$ cat src/rtl/rv_utils_pkg.sv
// Shared routing constants for the stream demux and its buffer slots.
// Select polarity matches the 2-to-1 datapath mux: 1 routes to A, 0 to B.
package rv_utils_pkg;

  localparam int   DATA_WIDTH = 32;
  localparam logic SEL_A      = 1'b1;
  localparam logic SEL_B      = 1'b0;

  // True when the select value steers the word to output A.
  function automatic logic sel_is_a(input logic sel);
    return (sel == SEL_A);
  endfunction

endpackage

$ cat src/rtl/demux2_slot.sv
// One output buffer of the stream demux: push/pop, occupancy and slot_free.
// Optional feature macro: DEMUX2_STREAM_SKID_EN (2-entry head+skid buffer
// with a registered full flag; otherwise a 1-entry buffer whose slot_free
// looks through to out_ready).
module demux2_slot
  import rv_utils_pkg::*;
#(
  parameter int WIDTH = DATA_WIDTH
) (
  input  logic             clk,
  input  logic             rst,
  input  logic             push,
  input  logic [WIDTH-1:0] push_data,
  output logic             out_valid,
  input  logic             out_ready,
  output logic [WIDTH-1:0] out_data,
  output logic             slot_free
);

`ifdef DEMUX2_STREAM_SKID_EN

  logic             head_valid_q, head_valid_d;
  logic [WIDTH-1:0] head_q, head_d;
  logic             skid_valid_q, skid_valid_d;
  logic [WIDTH-1:0] skid_q, skid_d;
  logic             pop;

  assign pop       = head_valid_q && out_ready;
  assign out_valid = head_valid_q;
  assign out_data  = head_q;
  // Full flag is the skid occupancy flop, so no path from out_ready.
  assign slot_free = !skid_valid_q;

  // Next-state for head and skid entries; the head always drains first.
  always_comb begin
    head_valid_d = head_valid_q;
    head_d       = head_q;
    skid_valid_d = skid_valid_q;
    skid_d       = skid_q;
    case ({push, pop})
      2'b10: begin
        if (!head_valid_q) begin
          head_valid_d = 1'b1;
          head_d       = push_data;
        end else begin
          skid_valid_d = 1'b1;
          skid_d       = push_data;
        end
      end
      2'b01: begin
        if (skid_valid_q) begin
          head_d       = skid_q;
          skid_valid_d = 1'b0;
        end else begin
          head_valid_d = 1'b0;
        end
      end
      2'b11: begin
        // Skid is normally empty here; if not, keep order by shifting.
        if (skid_valid_q) begin
          head_d = skid_q;
          skid_d = push_data;
        end else begin
          head_d = push_data;
        end
      end
      default: begin
        head_valid_d = head_valid_q;
      end
    endcase
  end

  // Buffer registers, emptied and zeroed by reset.
  always_ff @(posedge clk or posedge rst) begin
    if (rst) begin
      head_valid_q <= 1'b0;
      head_q       <= {WIDTH{1'b0}};
      skid_valid_q <= 1'b0;
      skid_q       <= {WIDTH{1'b0}};
    end else begin
      head_valid_q <= head_valid_d;
      head_q       <= head_d;
      skid_valid_q <= skid_valid_d;
      skid_q       <= skid_d;
    end
  end

`else

  logic             valid_q, valid_d;
  logic [WIDTH-1:0] data_q, data_d;

  assign out_valid = valid_q;
  assign out_data  = data_q;
  // Single entry: free when empty or being popped this cycle.
  assign slot_free = !valid_q || out_ready;

  // Next-state for the single entry; a push wins over a same-cycle pop.
  always_comb begin
    valid_d = valid_q;
    data_d  = data_q;
    if (push) begin
      valid_d = 1'b1;
      data_d  = push_data;
    end else if (valid_q && out_ready) begin
      valid_d = 1'b0;
    end else begin
      valid_d = valid_q;
    end
  end

  // Buffer register, emptied and zeroed by reset.
  always_ff @(posedge clk or posedge rst) begin
    if (rst) begin
      valid_q <= 1'b0;
      data_q  <= {WIDTH{1'b0}};
    end else begin
      valid_q <= valid_d;
      data_q  <= data_d;
    end
  end

`endif

endmodule

$ cat src/rtl/demux2_stream.sv
// Registered 1-to-2 stream demux: in_sel=1 steers to A, 0 to B.
// Each output has its own buffer so the consumers stall independently.
// Optional feature macro: DEMUX2_STREAM_SKID_EN (see demux2_slot).
module demux2_stream
  import rv_utils_pkg::*;
#(
  parameter int WIDTH = DATA_WIDTH
) (
  input  logic             clk,
  input  logic             rst,
  input  logic             in_valid,
  output logic             in_ready,
  input  logic             in_sel,
  input  logic [WIDTH-1:0] in_data,
  output logic             a_valid,
  input  logic             a_ready,
  output logic [WIDTH-1:0] a_data,
  output logic             b_valid,
  input  logic             b_ready,
  output logic [WIDTH-1:0] b_data
);

  logic a_free;
  logic b_free;
  logic sel_a;
  logic accept;
  logic push_a;
  logic push_b;

  // Ready only looks at the selected slot; held low throughout reset.
  assign sel_a    = sel_is_a(in_sel);
  assign in_ready = !rst && (sel_a ? a_free : b_free);
  assign accept   = in_valid && in_ready;
  assign push_a   = accept && sel_a;
  assign push_b   = accept && (in_sel == SEL_B);

  demux2_slot #(.WIDTH(WIDTH)) u_slot_a (
    .clk       (clk),
    .rst       (rst),
    .push      (push_a),
    .push_data (in_data),
    .out_valid (a_valid),
    .out_ready (a_ready),
    .out_data  (a_data),
    .slot_free (a_free)
  );

  demux2_slot #(.WIDTH(WIDTH)) u_slot_b (
    .clk       (clk),
    .rst       (rst),
    .push      (push_b),
    .push_data (in_data),
    .out_valid (b_valid),
    .out_ready (b_ready),
    .out_data  (b_data),
    .slot_free (b_free)
  );

endmodule

$ cat config.mk
export PLATFORM = sky130hd
export DESIGN_NAME = demux2_stream
export DESIGN_NICKNAME = d
export VERILOG_FILES = /design/src/rtl/rv_utils_pkg.sv /design/src/rtl/demux2_slot.sv /design/src/rtl/demux2_stream.sv
export SDC_FILE = /design/constraint.sdc
export NUM_CORES = 1
export LEC_CHECK = 0
export CAP_MARGIN = 10
export CORE_ASPECT_RATIO = 0.6
export CORE_MARGIN = 8
export CORE_UTILIZATION = 44
export CTS_BUF_LIST = sky130_fd_sc_hd__clkbuf_2 sky130_fd_sc_hd__clkbuf_4 sky130_fd_sc_hd__clkbuf_8
export DETAILED_ROUTE_END_ITERATION = 16
export GPL_TIMING_DRIVEN = 0
export PLACE_DENSITY = 0.8
export SYNTH_ARGS = -nofsm -noshare
export SYNTH_HDL_FRONTEND = slang
export SYNTH_HIERARCHICAL = 1
export SYNTH_SLANG_ARGS = --single-unit
$ cat constraint.sdc
create_clock -name clk -period 1.93 [get_ports clk]
set_input_delay 0.579 -clock clk [delete_from_list [all_inputs] [get_ports clk]]
set_output_delay 0.579 -clock clk [all_outputs]
set_load 0.01 [all_outputs]
==> results of run 1 <==
-- power groups by stage --
stage / Combinational (mW) / Sequential, mW / Clock [mW]
finish: 1.38 / 1.85 / 1.03
global route: 1.46 / 1.88 / 1.13
CTS: 1.40 / 1.85 / 1.07
detailed placement: 1.40 / 1.86 / 0
global placement: 1.37 / 1.86 / 0
floorplan: 0.484 / 1.98 / 0
-- flip-flops by register name, indices dropped and copies added (netlist names) --
register and flops:
u_slot_a/out_valid 1, u_slot_b/out_valid 1, u_slot_a/out_data 32, u_slot_b/out_data 32
-- layout make-up --
cell class	instances	area share, %
flip-flops and latches	66	39.46
repair buffers	106	25.59
multi-input cells	74	24.69
clock buffers	12	3.797
plain buffers	8	3.408
well taps	84	2.511
clock inverters	3	0.3587
inverters	2	0.1794
-- cells by family (layout without fill, tap and decap cells) --
group                  Yosys count  in the layout
buffers and inverters           10            131
DFF                             66             66
AOI/OAI and AO/OA                1              1
and+or+nand+nor                  9              9
muxes                           64             64
-- worst max path at each step --
stage	cells after the start	startpoint	endpoint	slack, ns
5_1_grt	4	in_sel	in_ready	0.02
2_1_floorplan	6	b_ready	u_slot_b/out_data[0]$_DFFE_PP0P_	0.32
3_3_place_gp	5	b_ready	in_ready	-0.59
3_5_place_dp	5	a_ready	in_ready	-0.61
4_1_cts	1	u_slot_a/out_valid$_DFFE_PP0P_	a_valid	0.01
6_report	4	in_sel	in_ready	0.05
-- routing by layer --
layer	global-route usage (%)	wire length [um]
met5	0	0
met4	4.893	53
met3	9.610	812
met2	21.38	2847
met1	18.54	3015
-- timing repair --
item | in CTS | in global routing
buffers inserted | 1 | 0
pin swaps | 1 | 0
endpoints found under the setup margin | 1 | 2
gates resized for setup | 12 | 2
-- per-stage QoR --
stage               hold WS (ns)  setup TNS [ns]
global route              0.5224               0
floorplan                 0.5449               0
finish                    0.5080               0
global placement          0.4890          -37.80
detailed placement        0.4915          -14.08
CTS                       0.5090               0
-- cells in the final DEF (no fill, tap or decap) --
| cell | Yosys | routed |
|---|---|---|
| a21oi_2 | 1 | 1 |
| buf_12 | 6 | 6 |
| buf_16 | 0 | 1 |
| buf_2 | 0 | 1 |
| buf_4 | 0 | 1 |
| buf_6 | 2 | 2 |
| clkbuf_4 | 0 | 1 |
| clkbuf_8 | 0 | 11 |
| clkdlybuf4s50_1 | 0 | 97 |
| clkinv_2 | 0 | 3 |
| dfrtp_1 | 66 | 66 |
| dlygate4sd2_1 | 0 | 4 |
| dlymetal6s2s_1 | 0 | 2 |
| inv_1 | 2 | 1 |
| inv_2 | 0 | 1 |
| mux2_2 | 6 | 6 |
| mux2_4 | 58 | 58 |
| nand2_4 | 0 | 1 |
| nand2b_1 | 4 | 2 |
| nand2b_4 | 2 | 4 |
| nor2_1 | 2 | 2 |
==> metrics.log, run 1 <==
INFO  metric worst_slack = 0.05484 ns
INFO  metric cts-root-to-sink-buffers = 2
INFO  metric p_int = 3.140 mW
INFO  metric crit_path_max_incr_delay = 0.27 ns
INFO  metric switchingPower = 1.113 mW
INFO  metric post_place_cells = 339
INFO  metric whs_endpoint = u_slot_b/out_data[2]$_DFFE_PP0P_
INFO  metric crit_share_post_route = 97.16%
INFO  metric first_global_vias = 1936
INFO  metric clock_sink_count = 66
INFO  metric via_per_inst = 4.589
INFO  metric post_synth_mux_area_share = 33.36%
INFO  metric pwr_density_cell = 1016 nW/um^2
INFO  metric cts-buffers-inserted = 9
INFO  metric outcome = finished clean
INFO  metric share_of_the_yosys_chip_area_belonging_to_registers = 58.72%
INFO  metric p_leak = 1.894 nW
INFO  metric port-buffer-count = 104
INFO  metric grt_ovf = 0
INFO  metric holdBufCountCts = 0
INFO  metric fillCellCount = 427
INFO  metric crit_buf_inv = 2
INFO  metric hold_viol_final = 0
INFO  metric antenna_found_initial = 0
INFO  metric synth_simple_gate_area_share = 2.269%
INFO  metric ios = 105
INFO  metric critical_path.startpoint_type = primary input
INFO  metric area.growth.synth_to_final = 48.80%
INFO  metric die_height = 77.93 um
INFO  metric synthesis.area_per_instance = 18.75 um^2
INFO  metric max_slew.worst_pin.slew = 0.7551 ns
INFO  metric routability_congestion_estimate = 0.7239
INFO  metric power.clock.fraction = 24.1%
INFO  metric reg2reg_to = u_slot_b/out_data[22]$_DFFE_PP0P_
INFO  metric top_delay_family_on_crit_path = buffers and inverters
INFO  metric switching_share = 26.16%
INFO  metric synth-compound-area-share = 0.3114%
INFO  metric post_drt_wl_per_cell = 18.95 um
INFO  metric rows = 22
INFO  metric min_period = 1.875 ns
INFO  metric detail_route.first_pass.iterations = 3
INFO  metric die_area = 9291 um^2
INFO  metric xor_xnor_cell_area_share_of_the_yosys_netlist = 0%
INFO  metric fraction_of_layout_cells_with_a_size_suffix_above_1 = 35.79%
INFO  metric yosys.area.top_type_share = 58.72%
INFO  metric wl = 6728 um
INFO  metric core_area = 6138 um^2
INFO  metric final_util = 68.18%
INFO  metric grt_setup_unrepaired = no
INFO  metric yosys-top-cells-area = dfrtp_1 59%, mux2_4 31%, buf_12 4.3%
INFO  metric ff2ff_path_depth = 6
INFO  metric cts_h_tree_depth = 3
INFO  metric worst_hold_startpoint = u_slot_b/out_data[2]$_DFFE_PP0P_
INFO  metric stdcell_count = 355
INFO  metric worst_ep_required_time = 1.35 ns
INFO  metric grt_util_all_layers = 15.16%
INFO  metric synth.most_common_cell = dfrtp_1
INFO  metric setup.reg_to_reg.worst_slack = 0.45 ns
INFO  metric preCtsSetupSlack = -0.6120 ns
INFO  metric cts.reportedPaths.clkPinSlew = 0.07 ns
INFO  metric postSynth.asyncResetShare = 100.0%
INFO  metric r2r_start = u_slot_b/out_valid$_DFFE_PP0P_
INFO  metric effective_utilization_at_floorplan = 45.82%
INFO  metric fp.dieW = 119.2 um
INFO  metric post_synth_fa_ha_maj_area_fraction = 0%
INFO  metric ys_types = 11
INFO  metric timing.critical_path.slowest_stage_cell = dlygate4sd2_1
INFO  metric antennaDiodeCount = 0
INFO  metric seqPwrFrac = 43.4%
INFO  metric worstHoldPathType = reg2reg
INFO  metric irDropWorstVdd = 0.0006106 V
INFO  metric final.setup_skew = 0.004403 ns
INFO  metric wire_length_of_the_first_global_routing_pass = 10850 um
INFO  metric placed_area = 3986 um^2
INFO  metric critical_path_type = in2out
INFO  metric combinational_family_with_the_most_area_after_synthesis = multiplexers
INFO  metric detail_route.drc_violations = 0
INFO  metric num-nets-final = 305
INFO  metric clock_tree.root_cell = clkbuf_8
INFO  metric worstPathCellList = dlygate4sd2_1, nand2b_4, a21oi_2, buf_2
INFO  metric detail_route.iter0.violations = 90
INFO  metric critPathArrivalTime = 1.30 ns
INFO  metric critical_path_peak_fanout = 2
INFO  metric multi_input_comb_area = 1033 um^2
INFO  metric ys_ff_latch = 66
INFO  metric timing.slew.headroom = 49.59%
INFO  metric post_synth_instance_area = 2813 um^2
INFO  metric clk_latency = 0.33 ns
INFO  metric synthesis.instances = 150
INFO  metric hpwl = 5068 um
INFO  metric seq_area = 1652 um^2
INFO  metric synth.net_count = 188
INFO  metric timing.fmax = 0.5333 GHz
INFO  metric cts_tree = built
INFO  metric yosys.area.top_type = dfrtp_1
INFO  metric timing.max_cap.violations = 0
INFO  metric p_comb_share = 32.4%
INFO  metric final_max_slew_viol_count = 0
INFO  metric list_of_most_frequent_post_synthesis_cells = 66 x dfrtp_1, 58 x mux2_4, 6 x buf_12, 6 x mux2_2, 4 x nand2b_1
INFO  metric finalSetupViolCount = 0
INFO  metric total_power = 4.253 mW
INFO  metric grt_max_degree = 34
INFO  metric fin_area = 4185 um^2
INFO  metric drt.antenna.violating_nets = 0
INFO  metric synth-main-ff-cell = dfrtp_1
INFO  metric holdPathStages = 1
INFO  metric synth-edff-count = 0
INFO  metric routed-via-count = 1629
INFO  metric setup.worst_path.end_class = primary output
INFO  metric ys_warn_count = 6
(Power assumes the default switching activity.)
==> run 2: changes to the inputs <==
--- a/config.mk
+++ b/config.mk
@@ -5,6 +5,7 @@
 export SDC_FILE = /design/constraint.sdc
 export NUM_CORES = 1
 export LEC_CHECK = 0
+export ABC_CLOCK_PERIOD_IN_PS = 1930
 export CAP_MARGIN = 10
 export CORE_ASPECT_RATIO = 0.6
 export CORE_MARGIN = 8
==> results of run 2 <==
Final layout, timing and power as in run 1 (identical DEF).
